==> src/rtl/mlsu_addr_gen.sv <==
// ---------------------------------------------------------------------------
// mlsu_addr_gen
// Matrix LSU address generator. Takes one pre-decoded row/column request per
// handshake and expands it into bus transactions for the memory-port adapter.
//   - Row-major (unit-stride) requests become aligned multi-beat bursts that
//     never cross a 4 KiB page and never exceed MAX_BEATS beats.
//   - Column-major (strided) requests become one single-beat transaction per
//     element.
//
// Ports:
//   clk_i, rst_ni         clock, asynchronous active-low reset
//   req_valid_i/ready_o   request handshake
//   req_id_i              request id, copied to every transaction
//   req_mode_i            2'b01 row-major, 2'b10 column-major (one-hot)
//   req_base_addr_i       byte base address
//   req_stride_i          byte stride between elements (column-major)
//   req_sew_i             log2 of element size in bytes
//   req_vl_i              end element index (exclusive)
//   req_vstart_i          first element index
//   req_is_load_i         1 = load, 0 = store
//   txn_valid_o/ready_i   transaction handshake
//   txn_addr_o            transaction start byte address
//   txn_len_o             beats minus one
//   txn_size_o            log2 bytes per beat
//   txn_id_o              request id
//   txn_is_load_o         load/store flag
//   txn_last_o            final transaction of the current request
//
// Optional build macro MLSU_ADDR_GEN_STATS_EN adds:
//   stat_txn_cnt_o        wrapping count of transaction handshakes
//   stat_req_cnt_o        wrapping count of accepted requests
// ---------------------------------------------------------------------------
module mlsu_addr_gen #(
    parameter int AW        = 64,
    parameter int VL_W      = 16,
    parameter int ID_W      = 4,
    parameter int BUS_BYTES = 16,
    parameter int MAX_BEATS = 16
) (
    input  logic            clk_i,
    input  logic            rst_ni,
    input  logic            req_valid_i,
    output logic            req_ready_o,
    input  logic [ID_W-1:0] req_id_i,
    input  logic [1:0]      req_mode_i,
    input  logic [AW-1:0]   req_base_addr_i,
    input  logic [AW-1:0]   req_stride_i,
    input  logic [1:0]      req_sew_i,
    input  logic [VL_W-1:0] req_vl_i,
    input  logic [VL_W-1:0] req_vstart_i,
    input  logic            req_is_load_i,
    output logic            txn_valid_o,
    input  logic            txn_ready_i,
    output logic [AW-1:0]   txn_addr_o,
    output logic [7:0]      txn_len_o,
    output logic [2:0]      txn_size_o,
    output logic [ID_W-1:0] txn_id_o,
    output logic            txn_is_load_o,
    output logic            txn_last_o
`ifdef MLSU_ADDR_GEN_STATS_EN
    ,
    output logic [31:0]     stat_txn_cnt_o,
    output logic [31:0]     stat_req_cnt_o
`endif
);

    localparam int OFF_W       = $clog2(BUS_BYTES);
    // Wide enough for (vl - vstart) << 3 and for MAX_BEATS*BUS_BYTES (<= 16384).
    localparam int CW          = (VL_W + 4 > 16) ? VL_W + 4 : 16;
    localparam int BURST_BYTES = MAX_BEATS * BUS_BYTES;

    typedef enum logic {
        IDLE,
        ISSUE
    } state_e;

    state_e          state_q, state_d;
    logic [AW-1:0]   cur_addr_q;
    logic [CW-1:0]   rem_q;
    logic [AW-1:0]   stride_q;
    logic [1:0]      sew_q;
    logic [ID_W-1:0] id_q;
    logic            is_load_q;
    logic            col_q;
    logic            live_q;

    logic            accept;
    logic            fire;
    logic            req_empty;
    logic [VL_W-1:0] elem_cnt;
    logic [AW-1:0]   start_addr;
    logic [CW-1:0]   start_rem;

    logic [CW-1:0]   off_c;
    logic [CW-1:0]   to_page_c;
    logic [CW-1:0]   room_c;
    logic [CW-1:0]   bytes_c;
    logic [CW-1:0]   beats_c;
    logic [7:0]      row_len_c;
    logic            last_c;

    // live_q keeps req_ready_o low while reset is held and until the first
    // clock edge after release.
    assign req_ready_o = live_q && (state_q == IDLE);
    assign accept      = req_valid_i && req_ready_o;
    assign fire        = txn_valid_o && txn_ready_i;

    // Capture-side arithmetic. A column-major request starts vstart elements
    // into the column, i.e. vstart strides past the base; a row-major request
    // starts vstart elements past the base.
    assign req_empty = (req_vl_i <= req_vstart_i);
    assign elem_cnt  = req_vl_i - req_vstart_i;

    always_comb begin
        start_addr = '0;
        start_rem  = '0;
        if (req_mode_i[1]) begin
            start_addr = req_base_addr_i + req_stride_i * AW'(req_vstart_i);
            start_rem  = CW'(elem_cnt);
        end else begin
            start_addr = req_base_addr_i + (AW'(req_vstart_i) << req_sew_i);
            start_rem  = CW'(elem_cnt) << req_sew_i;
        end
    end

    // Row-major burst sizing from registered state only, so a new burst can be
    // presented in the cycle right after the previous handshake.
    always_comb begin
        off_c     = CW'(cur_addr_q[OFF_W-1:0]);
        to_page_c = CW'(13'd4096 - {1'b0, cur_addr_q[11:0]});
        room_c    = CW'(BURST_BYTES) - off_c;
        bytes_c   = rem_q;
        if (to_page_c < bytes_c) begin
            bytes_c = to_page_c;
        end
        if (room_c < bytes_c) begin
            bytes_c = room_c;
        end
        beats_c   = (off_c + bytes_c + CW'(BUS_BYTES - 1)) >> OFF_W;
        row_len_c = 8'(beats_c - CW'(1));
        last_c    = col_q ? (rem_q == CW'(1)) : (bytes_c == rem_q);
    end

    // Transaction outputs are forced to zero outside ISSUE; inside ISSUE they
    // derive from registers that only move on a handshake, so they stay
    // stable under backpressure.
    always_comb begin
        txn_valid_o   = 1'b0;
        txn_addr_o    = '0;
        txn_len_o     = '0;
        txn_size_o    = '0;
        txn_id_o      = '0;
        txn_is_load_o = 1'b0;
        txn_last_o    = 1'b0;
        if (state_q == ISSUE) begin
            txn_valid_o   = 1'b1;
            txn_addr_o    = cur_addr_q;
            txn_len_o     = col_q ? 8'd0 : row_len_c;
            txn_size_o    = col_q ? {1'b0, sew_q} : 3'(OFF_W);
            txn_id_o      = id_q;
            txn_is_load_o = is_load_q;
            txn_last_o    = last_c;
        end
    end

    // Next-state logic: an empty request is swallowed in IDLE; the handshake
    // of the last transaction returns to IDLE.
    always_comb begin
        state_d = state_q;
        case (state_q)
            IDLE: begin
                if (accept && !req_empty) begin
                    state_d = ISSUE;
                end
            end
            ISSUE: begin
                if (fire && last_c) begin
                    state_d = IDLE;
                end
            end
            default: state_d = IDLE;
        endcase
    end

    // State register.
    always_ff @(posedge clk_i or negedge rst_ni) begin
        if (!rst_ni) begin
            state_q <= IDLE;
            live_q  <= 1'b0;
        end else begin
            state_q <= state_d;
            live_q  <= 1'b1;
        end
    end

    // Request capture and per-transaction advance of address and remainder.
    always_ff @(posedge clk_i or negedge rst_ni) begin
        if (!rst_ni) begin
            cur_addr_q <= '0;
            rem_q      <= '0;
            stride_q   <= '0;
            sew_q      <= '0;
            id_q       <= '0;
            is_load_q  <= 1'b0;
            col_q      <= 1'b0;
        end else if (accept) begin
            cur_addr_q <= start_addr;
            rem_q      <= req_empty ? '0 : start_rem;
            stride_q   <= req_stride_i;
            sew_q      <= req_sew_i;
            id_q       <= req_id_i;
            is_load_q  <= req_is_load_i;
            col_q      <= req_mode_i[1];
        end else if (fire) begin
            if (col_q) begin
                cur_addr_q <= cur_addr_q + stride_q;
                rem_q      <= rem_q - CW'(1);
            end else begin
                cur_addr_q <= cur_addr_q + AW'(bytes_c);
                rem_q      <= rem_q - bytes_c;
            end
        end
    end

`ifdef MLSU_ADDR_GEN_STATS_EN
    // Free-running wrapping activity counters.
    always_ff @(posedge clk_i or negedge rst_ni) begin
        if (!rst_ni) begin
            stat_txn_cnt_o <= '0;
            stat_req_cnt_o <= '0;
        end else begin
            if (fire) begin
                stat_txn_cnt_o <= stat_txn_cnt_o + 32'd1;
            end
            if (accept) begin
                stat_req_cnt_o <= stat_req_cnt_o + 32'd1;
            end
        end
    end
`endif

    // Only one-hot modes are meaningful on acceptance.
    a_legal_mode: assert property (@(posedge clk_i) disable iff (!rst_ni)
        accept |-> (req_mode_i == 2'b01 || req_mode_i == 2'b10))
        else $error("mlsu_addr_gen: illegal req_mode_i 0x%0h", req_mode_i);

endmodule

==> config.mk <==
export PLATFORM = sky130hd
export DESIGN_NAME = mlsu_addr_gen
export DESIGN_NICKNAME = d
export VERILOG_FILES = /design/src/rtl/mlsu_addr_gen.sv
export SDC_FILE = /design/constraint.sdc
export NUM_CORES = 2
export LEC_CHECK = 0
export ABC_AREA = 1
export ABC_CLOCK_PERIOD_IN_PS = 15040
export BUFFER_PORTS_ARGS = -buffer_cell sky130_fd_sc_hd__buf_2
export CORE_MARGIN = 2
export CORE_UTILIZATION = 30
export CTS_BUF_LIST = sky130_fd_sc_hd__clkbuf_4 sky130_fd_sc_hd__clkbuf_8 sky130_fd_sc_hd__clkbuf_16
export DETAILED_ROUTE_END_ITERATION = 6
export GPL_ROUTABILITY_DRIVEN = 0
export SLEW_MARGIN = 20
export SYNTH_ARGS = -nofsm -noshare
export SYNTH_HDL_FRONTEND = slang
export SYNTH_SLANG_ARGS = --single-unit
==> constraint.sdc <==
create_clock -name clk_i -period 15.04 [get_ports clk_i]
set_clock_uncertainty 0.05 [all_clocks]
set_input_delay 0.752 -clock clk_i [delete_from_list [all_inputs] [get_ports clk_i]]
set_output_delay 0.752 -clock clk_i [all_outputs]
set_load 0.05 [all_outputs]
; Word-level counts from Yosys, hierarchy flattened
; Index checks and enable logic that the tools add are counted.
[totals]
register_bits = 158
latch_bits = 0
ramBits = 0
mem_bits_ro = 0
mem_count = 0
[op_classes]
n_addsub = 12
mul = 1
div_mod_pow = 0
n_lt_le_gt_ge = 3
n_eq_ne = 2
shifts = 2
mux = 24
bitwise_logic = 1
reduce_logical = 7
[ops]
columns = operator, count
row1 = 64-bit 2-to-1 mux, 5
row2 = 64-bit adder, 3
row3 = 20-bit 2-to-1 mux, 7
row4 = 64-bit by 20-bit adder with 64-bit output, 1
row5 = 64-bit by 16-bit multiplier with 64-bit output, 1
row6 = 16-bit by 2-bit left shift with 64-bit output, 1
row7 = 20-bit less-than comparator, 2
row8 = 20-bit by 1-bit == test with 1-bit output (second input constant), 1
row9 = 20-bit == test, 1
row10 = 16-bit by 2-bit left shift with 20-bit output, 1
row11 = 20-bit by 1-bit subtractor with 20-bit output (second input constant), 1
row12 = 20-bit subtractor, 1
row13 = 16-bit <= comparator, 1
row14 = 8-bit 2-to-1 mux, 2
row15 = 16-bit subtractor, 1
row16 = 13-bit by 12-bit subtractor with 14-bit output (first input constant), 1
row17 = 12-bit by 4-bit adder with 12-bit output (second input constant), 1
row18 = 4-bit by 12-bit adder with 12-bit output, 1
row19 = 9-bit by 4-bit subtractor with 10-bit output (first input constant), 1
row20 = 8-bit by 1-bit subtractor with 8-bit output (second input constant), 1
row21 = 1-bit 2-to-1 mux, 6
row22 = 3-bit 2-to-1 mux, 2
row23 = 1-bit logical AND, 5
row24 = 4-bit 2-to-1 mux, 1
row25 = other kinds (4), 4

; Longest topological paths before layout
[depth]
word_depth = 10
ltp_mapped = 50

; Worst setup path after synthesis
; Ideal clock, no wire load.
[synth_timing]
kind = input to register
startpoint = input port req_vstart_i[4]
endpoint = register cur_addr_q[56]
t_arrival_ps = 6611
required_time_ps = 14867
path_slack_ps = 8256
cell_stages = 29
path_buffers = 3
path_cell_list = clkbuf_1 > clkbuf_1 > clkbuf_1 > nand2_1 > fa_1 > inv_1 > fa_1 > inv_1 > fa_1 > inv_1 > fa_1 > inv_1 > fa_1 > inv_1 > fa_1 > ha_1 > a21oi_1 > o21ai_0 > a21oi_1 > o221ai_1 > nand2_1 > o2111ai_1 > a21oi_1 > o31ai_1 > or2_2 > nand3_1 > a21oi_1 > o21ai_0 > nand2_1
[synth_via]
elab_chain_len = 4
elab_cells_between_ends = 6
[synth_rtl]
columns = element, line_no
row1 = "start, declared", 50  ; input logic [VL_W-1:0] req_vstart_i,
row2 = 64-bit by 16-bit multiplier with 64-bit output or 16-bit by 2-bit left shift with 64-bit output (tied branches), "118, 121"
row3 = "64-bit adder, on equally long branches", "118, 121"
row4 = 64-bit 2-to-1 mux *, 117  ; if (req_mode_i[1]) begin
row5 = 64-bit 2-to-1 mux *, 206  ; end else if (accept) begin
row6 = "end signal, assigned", 207  ; cur_addr_q <= start_addr;
row7 = "end signal, assigned", 216  ; cur_addr_q <= cur_addr_q + stride_q;
row8 = "end signal, assigned", 219  ; cur_addr_q <= cur_addr_q + AW'(bytes_c);
row9 = "end, declared", 78  ; logic [AW-1:0] cur_addr_q;
; Every way passes the cells marked *; elsewhere a longest branch is shown, timed or not.
; A chain may end at the register's enable or synchronous reset.

; Worst setup path in the final report
[layout_timing]
startpoint = register cur_addr_q[1]
endpoint = register cur_addr_q[56]
[layout_via]
elab_chain_len = 9
elab_cells_between_ends = 11
[layout_rtl]
columns = element, line_no
row1 = 13-bit by 12-bit subtractor with 14-bit output, 130  ; to_page_c = CW'(13'd4096 - {1'b0, cur_addr_q[11:0]});
row2 = 20-bit less-than comparator, 133  ; if (to_page_c < bytes_c) begin
row3 = 20-bit 2-to-1 mux, 133
row4 = 20-bit less-than comparator, 136  ; if (room_c < bytes_c) begin
row5 = 20-bit 2-to-1 mux, 136
row6 = 64-bit by 20-bit adder with 64-bit output, 219
row7 = 64-bit 2-to-1 mux *, 215  ; if (col_q) begin
row8 = 64-bit 2-to-1 mux *, 214  ; end else if (fire) begin
row9 = 64-bit 2-to-1 mux *, 206
; Every way passes the cells marked *; elsewhere a longest branch is shown, timed or not. The select of a mux whose other input is x is not followed.

==> qor.txt <==
Run status - completed
CTS buffer count - 17
Die ar. - 161000 um^2
Synth warn - 0
Sequential area share after synthesis - 8.35%
Avg Inst Size Synth - 6.97 um^2
Share of the synthesized area in the top cell type - 34.5%
Vias in the first global route - 45.7k
Clk slew on worst S/H paths - 80 ps
Site Rows - 145
Initial antenna violation count - 50
Critical Path RT - 15430 ps
Kind of critical path - flop to flop
Yosys top cell by area - fa_1
Core box area - 156000 um^2
Netlist Area Pre-Place - 47300 um^2
Worst hold path class - input pin to asynchronous set/reset pin
Layout area overhead - 7.62%
CTS tree - done
Post-CTS Resized - 0
Period utilization - 55.0%
Setup violations, final - 0
I/O pins - 256
Footprint of the multi-input gates - 36200 um^2
# fillers - 17.0k
Critical path data arrival time - 8660 ps
Post-synth EDFFs - 0
Yosys reg bits - 158
Slew Limit Fails - 0
Post-Route Setup TNS - 0 ps
Starting Density - 30.3%
Synth Area in XOR/XNOR - 2.07%
Synth Area in Adders - 41.0%
Minimum clock period - 8280 ps
Post-synthesis cell type count - 61
Pin count of the biggest net entering global routing - 85
Total track usage - 21.5%
Main flop type after synthesis - dfrtp_1
First-pass GRT wire length - 269000 um
CP max FO - 18
GR Overflow Total - 0
Hold buffers post-CTS - 0
CP max-delay cell - o21ai_0
Post-synthesis mux area share - 0.190%
Max Root-Sink Buffers - 2
Ratio of cells with drive above 1 in the final layout - 6.00%
Drt total wl - 173000 um
Routed WL per cell - 19.5 um
Cells after synthesis - 6793
DR pass1 iterations - 6
Post-DP HPWL - 143000 um
Final ANT Viol Nets - 0
Vias per cell - 5.03
Skew-Pair Late Insertion Delay - 510 ps
Simple-gate share of the synthesized area - 22.1%
Crit path largest cell delay - 800 ps
Drt drc - 0
Count of input and output buffers - 254
Post-synthesis async set-or-reset flop share - 100%
Post-synthesis compound-gate area fraction - 11.1%
Final nets - 8038
Die Y - 401 um
MaxCap Viol Count - 0
Postcts setup bufs - 0
Final hold violation count - 0
Synth area leaders - fa_1 35%, nand2_1 15%, inv_1 13%
FF/Latch Area - 3960 um^2
Type of element capturing the critical path - flop
RSZ-0062 raised after global routing - no
Worst-Margin Slew - 1090 ps
Vias - 44.7k
Die Wd - 401 um
Root Driver - clkbuf_16
CTS sink cnt - 158
Largest family of logic cells by synthesized area - adder cells
CP startpoint kind - flop
Relative slew slack - 27.6%
Initial DRC Count - 4142
Htree depth - 4
Fmax achieved - 121 MHz
cell families (layout without fill, tap and decap cells):
| family | count (synthesis) | count (layout) |
|---|---|---|
| and+or+nand+nor | 2613 | 2613 |
| buffers and inverters | 1917 | 1932 |
| adders and majority gates | 1060 | 1060 |
| AOI/OAI and AO/OA | 923 | 923 |
| DFF | 158 | 158 |
| xor gates and xnor gates | 112 | 112 |
| muxes | 9 | 9 |
| other | 1 | 26 |
critical path: cells and delay by family, from the launching register on:
| kind | cells | cell delay [ps] |
|---|---|---|
| AO/OA/AOI/OAI | 14 | 3770 |
| AND/OR/NAND/NOR | 15 | 1870 |
| adder cells (fa/ha/maj) | 4 | 1230 |
| buffers and inverters | 5 | 640 |
| flip-flops | 1 | 460 |
| XOR/XNOR | 1 | 170 |
area by class of cell:
cell class	instances	area share, %
Sequential cell	158	7.77
Multi-Input combinational cell	4728	71.1
Clock inverter	14	0.263
Timing Repair Buffer	287	3.00
Tap cell	2058	5.05
Inverter	1613	11.9
Clock buffer	18	0.850
Antenna cell	15	0.0737
cell usage after synthesis, drive strengths merged (33+ instances only):
cell type	number
dfrtp	158
nor3	61
xnor2	45
nor2	342
a21oi	391
o21ai	297
fa	817
nand4	33
a31oi	61
xor2	67
clkbuf	262
buf	42
nand2	1948
ha	243
inv	1608
nand3	167
stage by stage:
step	instances	cell area, um^2	setup slack, ps	util [%]	hold WS, ps
floorplan	6803	47400	8260	-	394
global placement	8844	50300	6580	32.2	412
detailed placement	8844	50300	6490	32.2	415
CTS	8876	50900	6840	32.6	292
global route	8880	50900	6020	32.6	316
finish	8891	51000	6760	32.6	229
sequential cells by signal, summed over array words and instances (netlist names):
name and flops:
cur_addr_q 64, stride_q 64, rem_q 20, id_q 4
sew_q 2, col_q 1, is_load_q 1, live_q 1
state_q 1
path summary, 6_finish.rpt:
kind	cells past startpoint	to	slack [ps]	startpoint
setup / recovery	39	cur_addr_q[56]	6760	cur_addr_q[1]
hold / removal	1	rem_q[19]	230	rst_ni
setup reg to reg	39	cur_addr_q[56]	6760	cur_addr_q[1]
hold reg to reg	2	stride_q[50]	430	stride_q[50]
max in group asynchronous	2	stride_q[31]	13370	rst_ni
min in group clk_i	3	id_q[3]	390	req_id_i[3]
cells in the final DEF (no fill, tap or decap), drive strengths merged, types with 11 or more instances in the layout:
cell type	synthesis	routed
o21ai	297	297
or2	29	29
inv	1608	1614
a21o	17	17
o21a	24	24
a31oi	61	61
o211ai	31	31
buf	42	287
nor3	61	61
nand2	1948	1948
nor2	342	342
o21bai	12	12
xnor2	45	45
nor4	23	23
conb	1	11
clkbuf	262	18
nand3	167	167
fa	817	817
dfrtp	158	158
a21oi	391	391
nand4	33	33
diode	0	15
xor2	67	67
ha	243	243
o221ai	24	24
per-layer routing:
layer / GRT usage [%] / part of all wire (%) / vias to the layer above
li1: - / - / 20400
met1: 27.5 / 41 / 22200
met2: 35.5 / 46 / 1686
met3: 4.79 / 8.9 / 357
met4: 8.06 / 3.9 / 60
met5: 0 / 0.22 / -
Power is left out: the tool's default activity adds up to more than one toggle a clock period on the data nets, which glitch-free logic cannot reach.
